## src/rtl/mant_mult_seq_if.sv

```systemverilog
// Operand/product handshake bundle for the sequential mantissa multiplier.
// master = upstream/downstream side (driver), slave = the multiplier itself.
interface mant_mult_seq_if #(
    parameter int WIDTH = 24
);
    logic                 in_valid;
    logic                 in_ready;
    logic [WIDTH-1:0]     a_mant;
    logic [WIDTH-1:0]     b_mant;
    logic                 out_valid;
    logic                 out_ready;
    logic [2*WIDTH-1:0]   product;
    logic                 busy;

    modport master (
        output in_valid, a_mant, b_mant, out_ready,
        input  in_ready, out_valid, product, busy
    );

    modport slave (
        input  in_valid, a_mant, b_mant, out_ready,
        output in_ready, out_valid, product, busy
    );
endinterface

```

## src/rtl/mant_mult_seq.sv

```systemverilog
// Sequential mantissa multiplier: one partial product per cycle into a carry-save
// pair, then a single carry-propagate add. Optional macro: MANT_MULT_EARLY_TERM_EN.
module mant_mult_seq #(
    parameter int WIDTH = 24
) (
    input  logic            clk,
    input  logic            rst,
    mant_mult_seq_if.slave  bus
);
    localparam int PW = 2 * WIDTH;
    localparam int CW = (WIDTH > 1) ? $clog2(WIDTH) : 1;

    typedef enum logic [1:0] {
        S_IDLE,
        S_REDUCE,
        S_RESOLVE,
        S_DONE
    } state_t;

    state_t           r_state;
    state_t           w_state_nxt;
    logic [WIDTH-1:0] r_a;
    logic [WIDTH-1:0] r_b_sh;
    logic [CW-1:0]    r_count;
    logic [PW-1:0]    r_sum;
    logic [PW-1:0]    r_carry;
    logic [PW-1:0]    r_product;
    logic [PW-1:0]    w_pp;
    logic [PW-1:0]    w_maj;
    logic [PW-1:0]    w_sum_nxt;
    logic [PW-1:0]    w_carry_nxt;
    logic             w_last;
    logic             w_in_ready;
    logic             w_out_valid;
    logic             w_busy;

    // One 3:2 compressor row: the majority bits become the carry vector, weighted x2.
    assign w_pp        = r_b_sh[0] ? ({{WIDTH{1'b0}}, r_a} << r_count) : '0;
    assign w_sum_nxt   = r_sum ^ r_carry ^ w_pp;
    assign w_maj       = (r_sum & r_carry) | (r_sum & w_pp) | (r_carry & w_pp);
    assign w_carry_nxt = {w_maj[PW-2:0], 1'b0};

`ifdef MANT_MULT_EARLY_TERM_EN
    assign w_last = (r_count == CW'(WIDTH - 1)) || ((r_b_sh >> 1) == '0);
`else
    assign w_last = (r_count == CW'(WIDTH - 1));
`endif

    // NOTE: state and datapath registers use non-blocking assignments so every
    // flop samples pre-edge values regardless of block ordering.
    always_ff @(posedge clk) begin
        if (rst) begin
            r_state <= S_IDLE;
        end else begin
            r_state <= w_state_nxt;
        end
    end

    // NOTE: every output of this block gets a default first, so no path leaves
    // a signal unassigned and no latch is inferred.
    always_comb begin
        w_state_nxt = r_state;
        w_in_ready  = 1'b0;
        w_out_valid = 1'b0;
        w_busy      = 1'b1;
        case (r_state)
            S_IDLE: begin
                w_in_ready = 1'b1;
                w_busy     = 1'b0;
                if (bus.in_valid) w_state_nxt = S_REDUCE;
            end
            S_REDUCE: begin
                if (w_last) w_state_nxt = S_RESOLVE;
            end
            S_RESOLVE: begin
                w_state_nxt = S_DONE;
            end
            S_DONE: begin
                w_out_valid = 1'b1;
                if (bus.out_ready) w_state_nxt = S_IDLE;
            end
            default: w_state_nxt = S_IDLE;
        endcase
    end

    always_ff @(posedge clk) begin
        if (rst) begin
            r_a       <= '0;
            r_b_sh    <= '0;
            r_count   <= '0;
            r_sum     <= '0;
            r_carry   <= '0;
            r_product <= '0;
        end else begin
            case (r_state)
                S_IDLE: begin
                    if (bus.in_valid) begin
                        r_a     <= bus.a_mant;
                        r_b_sh  <= bus.b_mant;
                        r_count <= '0;
                        r_sum   <= '0;
                        r_carry <= '0;
                    end
                end
                S_REDUCE: begin
                    r_sum   <= w_sum_nxt;
                    r_carry <= w_carry_nxt;
                    r_b_sh  <= r_b_sh >> 1;
                    r_count <= r_count + CW'(1);
                end
                S_RESOLVE: begin
                    r_product <= r_sum + r_carry;
                end
                default: ;
            endcase
        end
    end

    assign bus.in_ready  = w_in_ready;
    assign bus.out_valid = w_out_valid;
    assign bus.busy      = w_busy;
    assign bus.product   = r_product;
endmodule

```

## src/flat_wrapper.sv

```systemverilog
// flat-port wrapper written by rule: the top's interface ports become plain ports
module mant_mult_seq_flat 
#(
    parameter int WIDTH = 24
)
  (clk, rst, bus_in_valid, bus_a_mant, bus_b_mant, bus_out_ready, bus_in_ready, bus_out_valid, bus_product, bus_busy);
  mant_mult_seq_if #(.WIDTH(WIDTH)) bus_i ();
  input  logic clk;
  input  logic rst;
  input wire logic [$bits(bus_i.in_valid)-1:0] bus_in_valid;
  input wire logic [$bits(bus_i.a_mant)-1:0] bus_a_mant;
  input wire logic [$bits(bus_i.b_mant)-1:0] bus_b_mant;
  input wire logic [$bits(bus_i.out_ready)-1:0] bus_out_ready;
  output wire logic [$bits(bus_i.in_ready)-1:0] bus_in_ready;
  output wire logic [$bits(bus_i.out_valid)-1:0] bus_out_valid;
  output wire logic [$bits(bus_i.product)-1:0] bus_product;
  output wire logic [$bits(bus_i.busy)-1:0] bus_busy;
  assign bus_i.in_valid = bus_in_valid;
  assign bus_i.a_mant = bus_a_mant;
  assign bus_i.b_mant = bus_b_mant;
  assign bus_i.out_ready = bus_out_ready;
  assign bus_in_ready = bus_i.in_ready;
  assign bus_out_valid = bus_i.out_valid;
  assign bus_product = bus_i.product;
  assign bus_busy = bus_i.busy;
  mant_mult_seq #(.WIDTH(WIDTH)) u_core (.clk(clk), .rst(rst), .bus(bus_i));
endmodule
```

## config.mk

```make
export PLATFORM = sky130hd
export DESIGN_NAME = mant_mult_seq_flat
export DESIGN_NICKNAME = d
export VERILOG_FILES = /design/src/rtl/mant_mult_seq_if.sv /design/src/rtl/mant_mult_seq.sv /design/src/flat_wrapper.sv
export SDC_FILE = /design/constraint.sdc
export NUM_CORES = 1
export LEC_CHECK = 0
export CAP_MARGIN = 30
export CORE_AREA = 2 2 164 166
export CTS_CLUSTER_DIAMETER = 150
export DETAILED_ROUTE_END_ITERATION = 10
export DIE_AREA = 0 0 166 168
export PLACE_DENSITY = 0.68
export SYNTH_ARGS = -nofsm -noshare
export SYNTH_HDL_FRONTEND = slang
export SYNTH_SLANG_ARGS = --single-unit
```

## constraint.sdc

```tcl
create_clock -name clk -period 9.35 [get_ports clk]
set_input_delay 1.87 -clock clk [delete_from_list [all_inputs] [get_ports clk]]
set_output_delay 1.87 -clock clk [all_outputs]
set_load 0.05 [all_outputs]
```

# Word-level counts from Yosys, hierarchy flattened
# Index checks and enable logic that the tools add are counted.
totals:
  ff_bits: 199
  word_cells: 44
classes:
  add_sub_neg: 2
  n_eq_ne: 7
  shifts: 1
  n_mux: 15
  n_bitwise: 7
  n_reduce_logical: 5
ops:
  columns: ["operator", "n"]
  rows:
  - ["$pmux W48 S2", 2]
  - ["$and A47 B47 Y47", 3]
  - ["$mux W48", 2]
  - ["$xor A48 B48 Y48", 2]
  - ["$or A47 B47 Y47", 2]
  - ["$add A48 B48 Y48", 1]
  - ["$pmux W24 S2", 1]
  - ["$shl A24 B5 Y48", 1]
  - ["$mux W24", 1]
  - ["$pmux W5 S2", 1]
  - ["$pmux W2 S4", 1]
  - ["$mux W2", 3]
  - ["$add A5 B1 Y5 const B", 1]
  - ["$eq A5 B5 Y1 const B", 1]
  - ["$mux W5", 1]
  - ["$eq A2 B2 Y1 const B", 2]
  - ["$ne A2 B2 Y1 const B", 2]
  - ["$reduce_and A2 Y1", 2]
  - ["$mux W1", 3]
  - ["$reduce_and A3 Y1", 1]
  - ["$eq A2 B1 Y1 const B", 1]
  - ["$logic_not A2 Y1", 1]
  - ["$ne A2 B1 Y1 const B", 1]
  - ["$reduce_bool A2 Y1", 1]

# Depth between registers and ports, before layout
# Gate-level depths: netlist (run 1).
logic_depth:
  word_depth: 6
  mapped_depth: 15
  ltp_nobuf: 12

# Worst setup path before layout (run 1)
# OpenSTA, ideal clock, no wires.
synth_path:
  path_type: "input to register"
  startpoint: "input port bus_in_valid"
  endpoint: "register u_core.r_count[0]"
  setup_time_ps: 65
  arrival_time_ps: 3241
  t_required_ps: 9285
  setup_slack_ps: 6044
  stages: 7
  path_buffers: 3
  cell_sequence: "and2_1 -> clkbuf_1 -> a21oi_1 -> clkbuf_1 -> clkbuf_1 -> a21oi_1 -> nor2_1"
synth_via:
  elab_chain_len: 2
synth_rtl:
  columns: ["item", "line_no", "text"]
  rows:
  - ["start, declared", "flat_wrapper.sv:10", "input wire logic [$bits(bus_i.in_valid)-1:0] bus_in_valid;"]
  - ["$ne A2 B2 Y1 (no line)", null, null]
  - ["$reduce_and A2 Y1 (no line)", null, null]
  - ["end signal, assigned", "mant_mult_seq.sv:109", "r_count <= r_count + CW'(1);"]
  - ["end, declared", "mant_mult_seq.sv:24", "logic [CW-1:0] r_count;"]
# Every way passes these cells.
# A chain may end at the register's enable or synchronous reset.

# Worst setup path in the final report (run 1)
layout_path:
  startpoint: "register u_core.r_state[0]"
  endpoint: "output port bus_busy"
layout_via:
  elab_chain_len: 2
layout_rtl:
  columns: ["item", "line_no", "text"]
  rows:
  - ["start, declared", "mant_mult_seq.sv:20", "state_t r_state;"]
  - ["start signal, assigned", "mant_mult_seq.sv:55", "r_state <= w_state_nxt;"]
  - ["$logic_not A2 Y1", "mant_mult_seq.sv:66", "case (r_state)"]
  - ["$mux W1", "mant_mult_seq.sv:66", null]
  - ["end, declared", "flat_wrapper.sv:17", "output wire logic [$bits(bus_i.busy)-1:0] bus_busy;"]
# Every way passes these cells.

==> impl_metrics.tcl, run 1 <==
set metrics [dict create \
    r2r_slack_ns 5.81 \
    dieWidth_microns 166 \
    setup_violations 0 \
    crit_arrival_ns 2.25 \
    antenna_found_initial 0 \
    grt_pass1_wl_microns 51500 \
    route.detailed.drc 0 \
    reg2reg_from "u_core.r_carry[1]" \
    cts-root-buf "clkbuf_16" \
    synth-seq-cells 198 \
    clockPowerShare_pct 26.5 \
    htree_levels 4 \
    synth_edf_count 0 \
    switching_share_pct 39.6 \
    p_comb_share_pct 35.9 \
    grt_pass1_vias 10100 \
    seq_area_frac_synth_pct 31.6 \
    drtIter0Drc 630 \
    period_share_pct 44.1 \
    ctsHoldBuffers 0 \
    chipHeight_microns 168 \
    start_kind "register" \
    synth_top_cell_by_area "dfxtp_1" \
    syn_area_sq_mm 0.0126 \
    worst_slew_pin_slew_ns 1.05 \
    syn-num-nets 1712 \
    netlist_instances 1561 \
    internal_power_mw 1.60 \
    cts_buffer_depth 2 \
    rsz0062_at_grt "no" \
    r2r-end "u_core.bus.product[33]" \
    fill_cells 2537 \
    portBuffers 102 \
    cts_setup_buffers 0 \
    seq_power_share_pct 37.5 \
    wl_per_cell_microns 15.9 \
    cts.sinks 198 \
    min_path_cells 2 \
    slew-limit-headroom_pct 29.8 \
    ys_types 73 \
    cts_buffers 17 \
    synth_top_area_share_pct 31.6 \
    ys_warn_count 0 \
    rr_worst_depth 12 \
    cellLeakagePower_nw 5.29 \
    min_from "u_core.bus.product[41]" \
    fin_nets 1745 \
    critPathRequiredTime_ns 7.48 \
    row_count 60 \
    hold_viol_final 0 \
    vias 10800 \
    switchingPower_mw 1.05 \
    final_cell_area_sq_mm 0.0143 \
    hold_path.class "register to register" \
    post-route-min-period_ns 4.12 \
    grt_overflow 0 \
    skew_ns 0.0132 \
    powerDensity_mw_per_mm2 185 \
    drtPass1Iterations 6 \
    power_mw 2.66 \
    cts.reportedPaths.clkPinSlew_ns 0.08 \
    syn_avg_cell_area_sq_um 8.04 \
    end_kind "output port" \
    holdPathEnd "u_core.bus.product[41]" \
    drv_cap 0 \
    maxSlewViolCount 0 \
    viasPerCell 5.53 \
    ir_drop_v 0.000332 \
    grt_usage_pct 22.3 \
    dpl_cell_area_sq_mm 0.0138 \
    status "finished clean" \
    core_area_sq_mm 0.0264 \
    synth_ff_type "dfxtp_1" \
    area_delta_synth_final_pct 14.1 \
    crit_path_max_fanout 7 \
    cts_resized 0 \
    cts_tree "yes" \
    initial_core_util_pct 47.6 \
    fin_setup_tns_ns 0 \
    drive_gt1_share_pct 6.35 \
    route.final.wire_length_microns 30900 \
    antennaDiodeCount 0 \
    async_reset_ff_share_pct 0 \
    gp_congestion 0.918 \
    timing.fmax_mhz 243 \
    drtAntennaViolNets 0 \
    grt_max_degree 94 \
    die_area_sq_mm 0.0279 \
    clk-insertion-delay-late_ns 0.44 \
    synth_area_leaders "dfxtp_1, nor2_1, fa_1" \
    io_pins 103 \
    hpwl_microns 22400 \
    crit_type "register to output port" \
]
## logic make-up (layout without fill, tap and decap cells)
kind of cell	after synthesis	after routing	share of synthesized area (%)
compound gates	377	377	19.1
xor+xnor	41	41	2.86
fa+ha+maj	99	99	12.7
buf+inv	205	251	6.15
flops	198	198	31.6
mux	99	99	9.39
simple gates	542	542	18.3
## registers in the layout, indices dropped and copies added (netlist names)
name / flops
u_core.r_sum: 48
u_core.r_count: 5
u_core.r_b_sh: 24
u_core.r_carry: 47
u_core.r_a: 24
u_core.r_state: 2
u_core.bus.product: 48
## worst max-delay path by stage
stage                            startpoint                 end  cells past startpoint
after floorplan                bus_in_valid   u_core.r_count[0]                      7
after global placement         bus_in_valid  u_core.r_carry[21]                      6
after detailed placement       bus_in_valid  u_core.r_carry[36]                      7
after CTS                 u_core.r_state[0]            bus_busy                      4
after global routing      u_core.r_state[0]            bus_busy                      4
final                     u_core.r_state[0]            bus_busy                      4
## Yosys cell counts, drive strengths merged, types with 7 or more instances
| library cell | instances |
|---|---|
| clkbuf | 82 |
| and2 | 7 |
| nor3 | 8 |
| ha | 52 |
| o21bai | 9 |
| inv | 105 |
| nand3 | 16 |
| nand2b | 19 |
| nand2 | 151 |
| mux4 | 14 |
| o21ai | 48 |
| nor2b | 13 |
| o22ai | 10 |
| mux2i | 75 |
| o22a | 7 |
| nand4 | 8 |
| a21o | 39 |
| mux2 | 10 |
| xnor2 | 21 |
| nor2 | 288 |
| buf | 18 |
| a31oi | 9 |
| o211ai | 8 |
| fa | 47 |
| a21oi | 172 |
| a211oi | 33 |
| dfxtp | 198 |
| and3 | 10 |
| xor2 | 20 |
## power by group through the flow
stage | Combinational (mW) | Clock (mW) | Sequential [mW]
floorplan | 0.691 | 0 | 1.00
global placement | 0.910 | 0 | 1.01
detailed placement | 0.956 | 0 | 1.02
CTS | 0.960 | 0.719 | 0.996
global route | 1.05 | 0.754 | 1.01
finish | 0.955 | 0.705 | 0.997
## routing by layer
| metal | track usage (%) | wire length [microns] |
|---|---|---|
| met1 | 30.2 | 14600 |
| met2 | 37.9 | 14800 |
| met3 | 3.06 | 1120 |
| met4 | 5.33 | 369 |
| met5 | 0 | 0 |
## cell usage in the layout, fill, tap and decap left out, types with 14 or more instances in the layout
cell	count
o21ai_0	44
a21o_1	37
mux4_2	14
a21oi_1	169
nor2_1	286
nand2_1	150
mux2i_1	75
ha_1	51
a211oi_1	32
xor2_1	20
nand2b_1	19
clkbuf_16	17
clkdlybuf4s50_1	101
fa_1	47
inv_1	103
xnor2_1	21
nand3_1	16
dfxtp_1	198
## cell type report
cell class	count	area [sq um]	area share, %
tap	341	427	2.98
clock inverter	14	115	0.803
multi-input combinational	1158	7850	54.8
clock buffer	18	429	3.00
timing repair buffer	114	1150	8.04
inverter	105	394	2.75
sequential	198	3960	27.7
## worst max-delay path, stage by stage (launching register included)
cell and delay (ns):
dfxtp_1 0.39, inv_1 0.09, ha_1 0.32, inv_1 0.19
clkdlybuf4s50_1 0.83
## through the flow
step / cells / hold slack (ns) / setup slack [ns] / utilization (%)
final: 1948 / 0.458 / 5.23 / 54.4
after global placement: 1914 / 0.442 / 5.10 / 52.1
after floorplan: 1561 / 0.443 / 6.04 / -
after detailed placement: 1916 / 0.444 / 5.12 / 52.3
after global routing: 1948 / 0.510 / 5.14 / 54.4
after CTS: 1948 / 0.462 / 5.23 / 54.4
Note: power is estimated with default switching activity, not from simulation.
==> run 2, diff against run 1 <==
--- a/config.mk
+++ b/config.mk
@@ -10,7 +10,7 @@
 export CTS_CLUSTER_DIAMETER = 150
 export DETAILED_ROUTE_END_ITERATION = 10
 export DIE_AREA = 0 0 166 168
-export PLACE_DENSITY = 0.68
+export PLACE_DENSITY = 0.71
 export SYNTH_ARGS = -nofsm -noshare
 export SYNTH_HDL_FRONTEND = slang
 export SYNTH_SLANG_ARGS = --single-unit
==> constraint.sdc (replaced) <==
create_clock -name clk -period 3.43 [get_ports clk]
set_input_delay 0.686 -clock clk [delete_from_list [all_inputs] [get_ports clk]]
set_output_delay 0.686 -clock clk [all_outputs]
set_load 0.05 [all_outputs]
==> impl_metrics.tcl, run 2 (synthesis results as in run 1) <==
set metrics [dict create \
    antenna_found_initial 0 \
    drtAntennaViolNets 0 \
    worst_slew_pin_slew_ns 0.669 \
    grt_overflow 0 \
    powerDensity_mw_per_mm2 513 \
    portBuffers 102 \
    hpwl_microns 23200 \
    crit_arrival_ns 3.59 \
    crit_path_max_fanout 3 \
    min_path_cells 2 \
    final_cell_area_sq_mm 0.0145 \
    status "finished clean" \
    final_cell_mix "nor2_1, dfxtp_1, a21oi_1" \
    cellLeakagePower_nw 5.39 \
    fin_setup_tns_ns 0 \
    slew-limit-headroom_pct 55.3 \
    cts_buffer_depth 2 \
    grt_usage_pct 22.4 \
    maxSlewViolCount 0 \
    start_kind "register" \
    r2r_slack_ns 0.21 \
    dieWidth_microns 166 \
    drive_gt1_share_pct 7.39 \
    grt_pass1_vias 10500 \
    rr_worst_depth 12 \
    path_cells "ha_1 > fa_2 > a211oi_1 > nor2_1 > o31ai_2 > a21oi_2 > o211a_1 > o211ai_1 > nand2_1 > a211o_1 > o21ba_2 > o211ai_1" \
    core_area_sq_mm 0.0264 \
    post-route-min-period_ns 3.22 \
    holdPathEnd "u_core.bus.product[41]" \
    io_pins 103 \
    chipHeight_microns 168 \
    ctsHoldBuffers 0 \
    ir_drop_v 0.000568 \
    min_from "u_core.bus.product[41]" \
    rsz0062_at_grt "no" \
    wl_per_cell_microns 15.9 \
    route.final.wire_length_microns 31300 \
    final_common_cell "nor2_1" \
    antennaDiodeCount 0 \
    grt_pass1_wl_microns 51800 \
    dpl_cell_area_sq_mm 0.0140 \
    cts.sinks 198 \
    clk-insertion-delay-late_ns 0.44 \
    area_delta_synth_final_pct 15.8 \
    cts-root-buf "clkbuf_16" \
    hold_path.class "register to register" \
    crit_slowest_cell "fa_2" \
    skew_ns 0.0107 \
    critPathRequiredTime_ns 3.80 \
    period_share_pct 93.9 \
    fin_nets 1761 \
    gp_congestion 0.932 \
    reg2reg_from "u_core.r_carry[1]" \
    drtPass1Iterations 5 \
    r2r-end "u_core.bus.product[47]" \
    drv_cap 0 \
    cpLargestDelayFamily "compound AO/OA/AOI/OAI gates" \
    viasPerCell 5.50 \
    die_area_sq_mm 0.0279 \
    hold_viol_final 0 \
    crit_path_frequent_cell "o211ai_1" \
    crit_type "register to register" \
    vias 10800 \
    end_kind "register" \
    htree_levels 4 \
    route.detailed.drc 0 \
    cts_tree "yes" \
    timing.fmax_mhz 311 \
    drtIter0Drc 729 \
    row_count 60 \
    crit_path_max_incr_delay_ns 0.43 \
    cts.reportedPaths.clkPinSlew_ns 0.08 \
    worst-path-buf-inv 0 \
    initial_core_util_pct 47.6 \
    fill_cells 2458 \
    power_mw 7.47 \
    grt_max_degree 118 \
    setup_violations 0 \
    cts_buffers 17 \
]
## run 2: cell count changes in the layout (fill, tap and decap cells not counted), sizes merged
| cell | delta |
|---|---|
| buf | +16 |
| clkinvlp | -1 |
| bufinv | +1 |
| clkbuf | +2 |
| clkinv | +1 |
| inv | -3 |
## run 2: stage by stage
step | std cells | hold slack, ns | setup slack [ns] | util (%)
detailed placement | 1932 | 0.453 | 0.0448 | 52.9
finish | 1964 | 0.462 | 0.210 | 55.2
global route | 1964 | 0.505 | 0.0238 | 55.2
global placement | 1931 | 0.442 | 0.125 | 52.9
floorplan | 1561 | 0.443 | 0.493 | -
CTS | 1964 | 0.470 | 0.0430 | 55.1
## run 2: how the worst max path moves through the flow
stage                                 start                      to  slack (ns)  cells after the start
after global routing      u_core.r_carry[1]  u_core.bus.product[47]        0.02                     12
after CTS                 u_core.r_carry[1]  u_core.bus.product[33]        0.04                     12
after global placement    u_core.r_carry[1]  u_core.bus.product[33]        0.12                     12
after detailed placement  u_core.r_carry[1]  u_core.bus.product[33]        0.04                     12
final                     u_core.r_carry[1]  u_core.bus.product[47]        0.21                     12
after floorplan           u_core.r_carry[1]  u_core.bus.product[33]        0.49                     12
## run 2: layer usage
metal / up-vias / GRT usage, % / wire length (microns) / share of wire (%)
met4: 0 / 6.24 / 537 / 1.7
li1: 5386 / - / - / -
met3: 39 / 3.01 / 996 / 3.2
met5: - / 0 / 0 / 0
met1: 5170 / 29.8 / 14800 / 47
met2: 205 / 38.5 / 14900 / 48
## run 2: final cells by class
type / count / area (sq um) / area share, %
well taps: 341 / 427 / 2.93
multi-input cells: 1158 / 7860 / 54.1
clock inverters: 12 / 119 / 0.817
clock buffers: 20 / 457 / 3.14
flip-flops and latches: 198 / 3960 / 27.3
repair buffers: 130 / 1320 / 9.08
inverters: 105 / 394 / 2.71
## run 2: worst min-delay path: cells and delay by family (launching register included)
kind | cells | cell delay, ns
flip-flops | 1 | 0.33
AO/OA/AOI/OAI | 1 | 0.06
AND/OR/NAND/NOR | 1 | 0.04
## run 2: where the power goes
part	switching [mW]	total, mW	internal, mW
sequential	0.176	2.70	2.52
combinational	1.76	2.76	1.01
clock	0.953	2.01	1.05
## run 2: repair_timing
action / 4_1_cts / 5_1_grt
gates resized for setup: 0 / 3
buffers inserted: 0 / 0
setup endpoints to repair: 0 / 6
==> run 3, diff against run 2 <==
--- a/config.mk
+++ b/config.mk
@@ -10,6 +10,7 @@
 export CTS_CLUSTER_DIAMETER = 150
 export DETAILED_ROUTE_END_ITERATION = 10
 export DIE_AREA = 0 0 166 168
+export MAX_ROUTING_LAYER = met4
 export PLACE_DENSITY = 0.71
 export SYNTH_ARGS = -nofsm -noshare
 export SYNTH_HDL_FRONTEND = slang
==> impl_metrics.tcl, run 3 (synthesis results as in run 1) <==
set metrics [dict create \
    hold_viol_final 0 \
    post-route-min-period_ns 3.32 \
    drtAntennaViolNets 0 \
    dieWidth_microns 166 \
    worst_slew_pin_slew_ns 0.674 \
    cts-root-buf "clkbuf_16" \
    powerDensity_mw_per_mm2 511 \
    dpl_cell_area_sq_mm 0.0139 \
    grt_max_degree 118 \
    final_cell_area_sq_mm 0.0145 \
    route.final.wire_length_microns 31300 \
    setup_violations 0 \
    end_kind "register" \
    crit_arrival_ns 3.69 \
    final_cell_mix "nor2_1, dfxtp_1, a21oi_1" \
    final_common_cell "nor2_1" \
    fin_nets 1754 \
    route.detailed.drc 0 \
    portBuffers 102 \
    status "finished clean" \
    critPathRequiredTime_ns 3.80 \
    cts.reportedPaths.clkPinSlew_ns 0.08 \
    ir_drop_v 0.000662 \
    fin_setup_tns_ns 0 \
    crit_path_max_incr_delay_ns 0.50 \
    antenna_found_initial 0 \
    dpl.cell_count 1925 \
    drtPass1Iterations 5 \
    grt_usage_pct 23.5 \
    chipHeight_microns 168 \
    skew_ns 0.0118 \
    cts_buffer_depth 2 \
    grt_pass1_vias 10600 \
    rr_worst_depth 12 \
    row_count 60 \
    crit_type "register to register" \
    cpLargestDelayFamily "compound AO/OA/AOI/OAI gates" \
    grt_overflow 0 \
    dp_slack_ns 0.0161 \
    fill_cells 2473 \
    gp_congestion 0.949 \
    drv_cap 0 \
    crit_slowest_cell "fa_1" \
    area_delta_synth_final_pct 15.3 \
    viasPerCell 5.51 \
    path_cells "ha_1 > fa_1 > a211oi_1 > nor2_1 > o31ai_2 > a21oi_2 > o211a_1 > o211ai_1 > nand2_1 > a211o_1 > o21ba_2 > o211ai_1" \
    timing.fmax_mhz 301 \
    htree_levels 4 \
    core_area_sq_mm 0.0264 \
    min_path_cells 2 \
    clk-insertion-delay-late_ns 0.44 \
    die_area_sq_mm 0.0279 \
    worst-path-buf-inv 0 \
    grt_pass1_wl_microns 52700 \
    antennaDiodeCount 0 \
    final_core_util_pct 54.9 \
    cellLeakagePower_nw 5.36 \
    slew-limit-headroom_pct 55.1 \
    cts.sinks 198 \
    crit_path_frequent_cell "o211ai_1" \
    fin_hold_ws_ns 0.464 \
    io_pins 103 \
    hpwl_microns 22700 \
    period_share_pct 96.8 \
    maxSlewViolCount 0 \
    drive_gt1_share_pct 6.99 \
    ctsHoldBuffers 0 \
    initial_core_util_pct 47.6 \
    drtIter0Drc 853 \
    wl_per_cell_microns 16.0 \
    start_kind "register" \
    cts_tree "yes" \
    power_mw 7.40 \
    hold_path.class "register to register" \
    crit_path_max_fanout 3 \
    cp.depth 12 \
    setup_slack_ns 0.111 \
    stdcell_count 1957 \
    vias 10800 \
    rsz0062_at_grt "yes" \
    cts_buffers 17 \
]
==> run 3: where the power goes <==
| group | total, mW | internal, mW | switching (mW) |
|---|---|---|---|
| Combinational | 2.68 | 0.944 | 1.73 |
| Sequential | 2.70 | 2.52 | 0.177 |
| Clock | 2.02 | 1.04 | 0.978 |
| Total | 7.40 | 4.51 | 2.89 |
==> run 3: metal layers <==
layer	up-vias	wire, microns	share of wire (%)	track usage [%]
li1	5383	-	-	-
met1	5132	14400	46	30.2
met2	236	15100	48	39.3
met3	31	1310	4.2	2.99
met4	0	472	1.5	6.09
met5	-	0	0	-
==> run 3: timing repair <==
item	CTS	global route
setup buffers	0	0
resized for setup	0	3
setup endpoints to repair	0	6
==> run 3: area by class of cell <==
| class | instances | area [sq um] | share of cell area, % |
|---|---|---|---|
| multi-input cells | 1158 | 7860 | 54.3 |
| flip-flops and latches | 198 | 3960 | 27.4 |
| repair buffers | 123 | 1250 | 8.64 |
| clock buffers | 18 | 439 | 3.03 |
| well taps | 341 | 427 | 2.95 |
| inverters | 105 | 394 | 2.72 |
| clock inverters | 14 | 139 | 0.960 |
==> run 3: path summary, 6_finish.rpt <==
check                              start                     end  slack [ns]
setup / recovery       u_core.r_carry[1]  u_core.bus.product[47]        0.11
hold / removal    u_core.bus.product[41]  u_core.bus.product[41]        0.46
setup reg to reg       u_core.r_carry[1]  u_core.bus.product[47]        0.11
hold reg to reg   u_core.bus.product[41]  u_core.bus.product[41]        0.46
==> run 3: tightest hold or removal path, delay by kind of cell (launching register included) <==
family / cells / cell delay, ns
compound gates: 1 / 0.06
simple gates: 1 / 0.04
flops: 1 / 0.33
==> RTL change, RTL diff (settings of run 2) <==
`WIDTH` is set to 24 in 3 places; all go to 20.
--- a/src/rtl/mant_mult_seq_if.sv
+++ b/src/rtl/mant_mult_seq_if.sv
@@ -1,7 +1,7 @@
 // Operand/product handshake bundle for the sequential mantissa multiplier.
 // master = upstream/downstream side (driver), slave = the multiplier itself.
 interface mant_mult_seq_if #(
-    parameter int WIDTH = 24
+    parameter int WIDTH = 20
 );
     logic                 in_valid;
     logic                 in_ready;
--- a/src/rtl/mant_mult_seq.sv
+++ b/src/rtl/mant_mult_seq.sv
@@ -1,7 +1,7 @@
 // Sequential mantissa multiplier: one partial product per cycle into a carry-save
 // pair, then a single carry-propagate add. Optional macro: MANT_MULT_EARLY_TERM_EN.
 module mant_mult_seq #(
-    parameter int WIDTH = 24
+    parameter int WIDTH = 20
 ) (
     input  logic            clk,
     input  logic            rst,
--- a/src/flat_wrapper.sv
+++ b/src/flat_wrapper.sv
@@ -1,7 +1,7 @@
 // flat-port wrapper written by rule: the top's interface ports become plain ports
 module mant_mult_seq_flat 
 #(
-    parameter int WIDTH = 24
+    parameter int WIDTH = 20
 )
   (clk, rst, bus_in_valid, bus_a_mant, bus_b_mant, bus_out_ready, bus_in_ready, bus_out_valid, bus_product, bus_busy);
   mant_mult_seq_if #(.WIDTH(WIDTH)) bus_i ();
Ports: changed (resized bus_a_mant, bus_b_mant and bus_product); port bits go from 103 to 87. No check against the original RTL was run, so the function may have changed too.
==> RTL change against run 2 <==
Combinational power down 12%; first-iteration DRC count is 7.7% lower; synthesized area fell by 16%; setup slack improved by 0.16 ns; cell area decreased by 15%; total power decreased by 11%; largest cell class unchanged; largest power group unchanged; count of clock-buffer cells in the layout shrank 1; sequential cell count is 32 lower; via count is 13% lower; routed wire length down 14%.
==> RTL change: results (changes against run 2) <==
Outcome
  • Run status: finished, final reports clean (unchanged)

Yosys
  • Top cell types by occurrence after synthesis: nor2_1, dfxtp_1, a21oi_1, nand2_1, inv_1 (unchanged)
  • Multiplexer fraction of the synthesized cell area: 8.10% (was 9.39%)
  • Average cell area after synthesis: 7.80 sq um (was 8.04 sq um)
  • Top cells by area in the synthesized netlist: dfxtp_1, nor2_1, a21oi_1 (was dfxtp_1, nor2_1, fa_1)
  • Flip-flop and latch count after synthesis: 166 (was 198)

Detailed routing
  • Total length of routed met3 wires: 1.43 mm (was 996 microns)
  • Drt first pass iters: 6 (was 5)
  • Routed length on met2: 11.8 mm (was 14.9 mm)

Global route
  • Via count of the first global-routing pass: 8642 (was 10.5k)

Final layout
  • Fillcell total: 2604 (was 2458)
  • Proportion of layout cells with a drive suffix above 1: 6.14% (was 7.39%)
  • Bufs w/o clock: 110 (was 130)
  • Area share of buffers outside the clock network: 8.87% (was 9.08%)
  • Clkbuf count: 19 (was 20)
  • Area of the multi-input gates: 6600 sq um (was 7860 sq um)

Placed design
  • Post-placement cell count: 1727 (was 1932)
  • GP Congestion: 0.905 (was 0.932)

Min path
  • Startpoint of the worst hold path: u_core.bus.product[34]$_SDFFE_PP0P_ (was u_core.bus.product[41]$_SDFFE_PP0P_)
  • Number of cells on the worst hold path: 1 (was 2)

Pwr
  • Worst IR drop on VDD: 497 uV (was 568 uV)
  • Logic gate share of total power: 36.4% (was 37.0%)

Timing
  • Final worst-path cycle share: 89.2% (was 93.9%)
  • Worst slew margin: 40.6% (was 55.3%)

Critical path
  • Worst reg-to-reg path cell count: 10 (was 12)
  • Worst path arrival time: 3.38 ns (was 3.59 ns)
  • Critical Path Max Stage Delay: 0.48 ns (was 0.43 ns)
-- RTL change: per-stage QoR --
| step | util [%] | area, sq um | hold slack [ns] |
|---|---|---|---|
| 2_1_floorplan | - | 10600 | 0.445 |
| 3_3_place_gp | 44.9 | 11800 | 0.461 |
| 3_5_place_dp | 44.9 | 11800 | 0.461 |
| 4_1_cts | 47.1 | 12400 | 0.478 |
| 5_1_grt | 47.1 | 12400 | 0.492 |
| 6_report | 47.1 | 12400 | 0.474 |
-- RTL change: kinds of logic (layout without fill, tap and decap cells) --
logic type	after synthesis	after routing
compound gates	335	335
buf+inv	182	238
mux	79	79
xor+xnor	26	26
simple gates	489	489
flops	166	166
fa+ha+maj	83	83
-- RTL change: per-layer routing --
layer / up-vias / track usage (%)
li1: 4729 / -
met4: 0 / 4.35
met1: 4450 / 27.7
met5: - / 0
met2: 251 / 29.6
met3: 20 / 3.74
